## src/rtl/neuron_mac.sv

```systemverilog
// Single-neuron MAC: streams weights from a registered-read RAM, accumulates the
// fixed-point dot product with incoming activations, then adds bias, rescales, saturates and applies ReLU.
module neuron_mac #(
  parameter int numWeights   = 16,
  parameter int addressWidth = 4,
  parameter int dataWidth    = 16,
  parameter int fracBits     = 8,
  parameter bit reluEn       = 1'b1
) (
  input  logic                    clk,
  input  logic                    reset_n,
  input  logic                    start,
  input  logic [dataWidth-1:0]    bias,
  input  logic                    in_valid,
  input  logic [dataWidth-1:0]    in_data,
  output logic                    in_ready,
  output logic                    w_readEn,
  output logic [addressWidth-1:0] w_addr,
  input  logic [dataWidth-1:0]    w_data,
  output logic                    out_valid,
  output logic [dataWidth-1:0]    out_data,
  input  logic                    out_ready,
  output logic                    busy
);

  localparam int PROD_W = 2 * dataWidth;
  localparam int ACC_W  = 2 * dataWidth + addressWidth;
  localparam logic [addressWidth-1:0] LAST_IDX = addressWidth'(numWeights - 1);
  localparam logic signed [ACC_W-1:0] SAT_MAX =
    {{(ACC_W - dataWidth + 1){1'b0}}, {(dataWidth - 1){1'b1}}};
  localparam logic signed [ACC_W-1:0] SAT_MIN =
    {{(ACC_W - dataWidth + 1){1'b1}}, {(dataWidth - 1){1'b0}}};

  typedef enum logic [2:0] {IDLE, PRIME, MAC, BIAS, OUT} state_t;

  state_t                         state_q, state_d;
  logic [addressWidth-1:0]        idx_q, idx_d;
  logic signed [ACC_W-1:0]        acc_q, acc_d;
  logic signed [dataWidth-1:0]    bias_q, bias_d;
  logic [dataWidth-1:0]           out_data_q, out_data_d;

  logic signed [PROD_W-1:0]       prod;
  logic signed [ACC_W-1:0]        prod_ext;
  logic signed [ACC_W-1:0]        bias_ext;
  logic signed [ACC_W-1:0]        sum;
  logic signed [ACC_W-1:0]        scaled;

  function automatic logic signed [dataWidth-1:0] saturate(input logic signed [ACC_W-1:0] v);
    if (v > SAT_MAX) return SAT_MAX[dataWidth-1:0];
    if (v < SAT_MIN) return SAT_MIN[dataWidth-1:0];
    return v[dataWidth-1:0];
  endfunction

  function automatic logic signed [dataWidth-1:0] relu(input logic signed [dataWidth-1:0] v);
    if (reluEn && v[dataWidth-1]) return '0;
    return v;
  endfunction

  always_comb begin
    state_d    = state_q;
    idx_d      = idx_q;
    acc_d      = acc_q;
    bias_d     = bias_q;
    out_data_d = out_data_q;
    w_readEn   = 1'b0;
    w_addr     = '0;

    prod     = $signed(in_data) * $signed(w_data);
    prod_ext = {{(ACC_W - PROD_W){prod[PROD_W-1]}}, prod};
    bias_ext = {{(ACC_W - dataWidth){bias_q[dataWidth-1]}}, bias_q};
    // bias is aligned to the product's 2*fracBits scale before the floor shift
    sum      = acc_q + (bias_ext <<< fracBits);
    scaled   = sum >>> fracBits;

    case (state_q)
      IDLE: begin
        if (start) begin
          bias_d   = bias;
          idx_d    = '0;
          acc_d    = '0;
          w_readEn = 1'b1;
          w_addr   = '0;
          state_d  = PRIME;
        end
      end
      PRIME: state_d = MAC;
      MAC: begin
        if (in_valid) begin
          acc_d = acc_q + prod_ext;
          if (idx_q == LAST_IDX) begin
            state_d = BIAS;
          end else begin
            // next weight is fetched in the accepting cycle to sustain one activation per clock
            idx_d    = idx_q + addressWidth'(1);
            w_readEn = 1'b1;
            w_addr   = idx_q + addressWidth'(1);
          end
        end
      end
      BIAS: begin
        out_data_d = relu(saturate(scaled));
        state_d    = OUT;
      end
      OUT: begin
        if (out_ready) state_d = IDLE;
      end
      default: state_d = IDLE;
    endcase
  end

  always_ff @(posedge clk or negedge reset_n) begin
    if (!reset_n) begin
      state_q    <= IDLE;
      idx_q      <= '0;
      acc_q      <= '0;
      bias_q     <= '0;
      out_data_q <= '0;
    end else begin
      state_q    <= state_d;
      idx_q      <= idx_d;
      acc_q      <= acc_d;
      bias_q     <= bias_d;
      out_data_q <= out_data_d;
    end
  end

  assign in_ready  = (state_q == MAC);
  assign out_valid = (state_q == OUT);
  assign busy      = (state_q != IDLE);
  assign out_data  = out_data_q;

endmodule

```

## config.mk

```make
export PLATFORM = sky130hd
export DESIGN_NAME = neuron_mac
export DESIGN_NICKNAME = d
export VERILOG_FILES = /design/src/rtl/neuron_mac.sv
export SDC_FILE = /design/constraint.sdc
export NUM_CORES = 1
export LEC_CHECK = 0
export BUFFER_PORTS_ARGS = -buffer_cell sky130_fd_sc_hd__buf_2
export CELL_PAD_IN_SITES_DETAIL_PLACEMENT = 1
export CELL_PAD_IN_SITES_GLOBAL_PLACEMENT = 1
export CORE_ASPECT_RATIO = 0.75
export CORE_MARGIN = 5
export CORE_UTILIZATION = 46
export DETAILED_ROUTE_END_ITERATION = 8
export GPL_TIMING_DRIVEN = 0
export HOLD_SLACK_MARGIN = 0.15
export PLACE_DENSITY_LB_ADDON = 0.25
export SLEW_MARGIN = 20
export SYNTH_ARGS = -nofsm -noshare
export SYNTH_HDL_FRONTEND = slang
export SYNTH_SLANG_ARGS = --single-unit
```

## constraint.sdc

```tcl
create_clock -name clk -period 5.2 [get_ports clk]
set_input_delay 0.52 -clock clk [delete_from_list [all_inputs] [get_ports clk]]
set_output_delay 0.52 -clock clk [all_outputs]
set_load 0.02 [all_outputs]
```

==> summary.md <==
| Metric | Value |
|---|---|
| Status | complete, but fails checks |
| Peak Freq | roughly 160 MHz |
| Async set-reset flop share out of synthesis | 100.0% |
| CTS root buffer | clkbuf_16 |
| Minimum clock period | between 6 and 7 ns |
| Chip Height | between 150 and 200 µm |
| Setup_tns | -16.76 ns |
| RSZ-0062 raised after global routing | yes |
| Area growth syn-to-layout | 25.59% |
| Initial antenna violation count | 2 |
| # DRC | 0 |
| First-pass GRT wire length | 82570 µm |
| Ys flop type | dfrtp_1 |
| Clk_lat worst skew | roughly 0.35 ns |
| Worst-case clock buffer depth | 2 |
| Largest net degree at the start of global routing | 44 |
| WL final | ~54000 µm |
| Relative slew slack | 46.11% |
| Setup WS post-layout | -1.124 ns |
| Top Usage Layer GRT | met2 |
| PortBufs | 75 |
| WS Path Type | in2reg |
| CTS sink count | 74 |
| Share of cells above drive strength 1 | a little under a quarter |
| Avg Cell Area, Syn | 9.245 µm² |
| Max-cap violations | 0 |
| Fin crit share | 121.6% |
| Site Rows | 58 |
| Fin area | 19930 µm² |
| Worst-Margin Slew | approximately 0.81 ns |
| FF-to-FF path depth | 20 |
| Via-to-Cell Ratio | approximately 5.5 |
| Cell Area, Placed | ~17000 µm² |
| Slew Viols, Final | 0 |
| Crit end category | flop |
| EDFF count, synth | 0 |
| Skew final | between 0.007 and 0.008 ns |
| Startpoint Class | input port |
| Crit path DAT | 6.53 ns |
| # fillers | 3764 |
| TritonCTS Buffers | 9 |
| Leading cell type in the layout, fill and taps excluded | inv_1 |
| Setup violators final | 23 |
| CP endpoint | acc_q[32]$_DFFE_PN0P_ |
| Die ar. | 38340 µm² |
| Placer Congestion | a little over 0.9 |
| Sequential area share after synthesis | between 10% and 20% |
| FF+latch count, synth | 74 |
| YS warnings | 0 |
| Worst Hold Slack | a little over 0.4 ns |
| Syn Nets | 2219 |
| R2r endpoint | acc_q[32]$_DFFE_PN0P_ |
| Endpoints failing hold | 0 |
| R2R Path Start | acc_q[15]$_DFFE_PN0P_ |
| CTS HTree Levels | 3 |
| Reg area | approximately 1900 µm² |
| Routing usage on met3 | around 7.2% |
| Drt wl/cell | approximately 23 µm |
| Post-Syn Instances | approximately 1.7k |
| Critical Path Start | w_data[10] |
| Synth unique cells | 63 |
| Detailed Routing Iterations Pass 1 | 5 |
| Vias post-DR | between 10k and 15k |
| Met2 usage | between 40 and 50% |
| Footprint of the multi-input gates | around 13000 µm² |
| Worst EP required | around 5.4 ns |
| CTS tree | yes |
| Clock transition at the registers of the reported paths | around 0.06 ns |
| Tot GR Track Use | 27.82% |
| GR Overflow Total | 0 |
| Dpl hpwl | 40490 µm |
| CP max FO | 8 |
| Starting Density | a little under half |
| Critical-path top delay cell | fa_1 |
| Final nets | 2421 |
| Core ar. | 33820 µm² |
| Syn Std Cell Area | roughly 16000 µm² |
| Hold Path Class | in2reg |
| Final core utilization | 58.92% |
| Met1 usage | a little over a third |
| Flop2flop setup slack | -0.34 ns |
| Post-DRT Antenna Nets | 0 |
| DRT iter0 DRCs | around 750 |
| Die Wd | 224.4 µm |
| Failing checks | setup timing |
| Number of global-route vias before repair | 14.82k |
| Ports | 77 |
| Most used cell, CP | fa_1 |
| Worst stage delay on the critical path | about 0.60 ns |
| Most frequent cells in the layout | inv_1, fa_1, nand2_1 |
[cell families (layout without fill, tap and decap cells)]
kind of cell	after synthesis	in the layout	synth area share (%)
and+or+nand+nor	462	462	14.19
AOI/OAI and AO/OA	205	205	8.581
buffers and inverters	449	656	10.72
muxes	19	19	1.333
DFF	74	74	11.67
xor gates and xnor gates	56	56	3.091
adders and majority gates	450	450	50.39
other	1	2	0.02364
[Yosys cell counts, types with 4 or more instances]
cell type    n  area [µm²]
o22ai_1      4       25.02
a211oi_1     4       30.03
mux2_2      16       180.2
inv_1      397        1490
or3_1        5       31.28
o21bai_1    12       90.09
a21o_1      28       210.2
o31ai_1      5       37.54
o211ai_1     6       45.04
fa_1       315        6306
xnor2_1     33       289.0
ha_1       135        1689
dfrtp_1     74        1852
nand3_1     10       50.05
nor2b_1      6       37.54
clkbuf_1    46       172.7
and3_1       9       56.30
o21a_1       9       67.56
and2_1     130       813.3
xor2_1      23       201.4
a211o_1      4       35.03
nand2_1    173       649.4
nand2b_1     9       56.30
nor3_1      28       140.1
o21ai_0     48       240.2
nor2_1      74       277.8
a22o_1       8       70.07
a21oi_1     50       250.2
[layout make-up]
class                      instances  share of cell area [%]
antenna                            1                 0.01256
buffer                            51                   4.038
clock buffer                      10                   1.199
clock inverter                     6                  0.3265
inverter                         397                   7.573
multi-input combinational       1193                   66.22
sequential                        74                   9.294
tap                              450                   2.826
timing repair buffer             192                   8.509
[worst min-delay path by stage]
stage / slack (ns) / end / from / cells after the start
after floorplan: 0.22 / acc_q[0]$_DFFE_PN0P_ / reset_n / 0
after global placement: 0.49 / idx_q[1]$_DFFE_PN0P_ / idx_q[1]$_DFFE_PN0P_ / 1
after detailed placement: 0.49 / acc_q[1]$_DFFE_PN0P_ / acc_q[1]$_DFFE_PN0P_ / 1
after CTS: 0.41 / bias_q[6]$_DFFE_PN0P_ / bias[6] / 2
after global routing: 0.40 / bias_q[6]$_DFFE_PN0P_ / bias[6] / 2
final: 0.41 / bias_q[5]$_DFFE_PN0P_ / bias[5] / 2
[critical path: cells and delay by family]
kind,cells,cell delay [ns]
xor+xnor,1,0.17
simple gates,5,0.71
compound gates,4,0.71
fa+ha+maj,7,3.46
buf+inv,8,0.92
[state kept, by name, summed over array words and instances (netlist names)]
register and cells:
idx_q 4, acc_q 36, bias_q 16, state_q 3, out_data 15
[metal layers]
layer / share of wire [%] / routed length [µm] / up-vias
li1: - / - / 5681
met1: 41 / 22120 / 6813
met2: 50 / 27060 / 384
met3: 6.9 / 3734 / 99
met4: 2.7 / 1496 / 0
met5: 0 / 0 / -
[per-stage QoR]
stage / cells / setup slack (ns)
2_1_floorplan: 1716 / -0.6473
3_3_place_gp: 2241 / -1.723
3_5_place_dp: 2243 / -1.858
4_1_cts: 2326 / -1.030
5_1_grt: 2373 / -1.289
6_report: 2374 / -1.124
[repair_timing]
item,4_1_cts,5_1_grt
setup endpoints to repair,27,26
resized for setup,259,108
buffers inserted,64,49
cloned,2,1
hold buffers,1,0
pin swaps,77,110
endpoints found under the hold margin,28,0
Power is not shown: default switching activity piles up to over one toggle a cycle in this logic, so the estimate is an artifact.
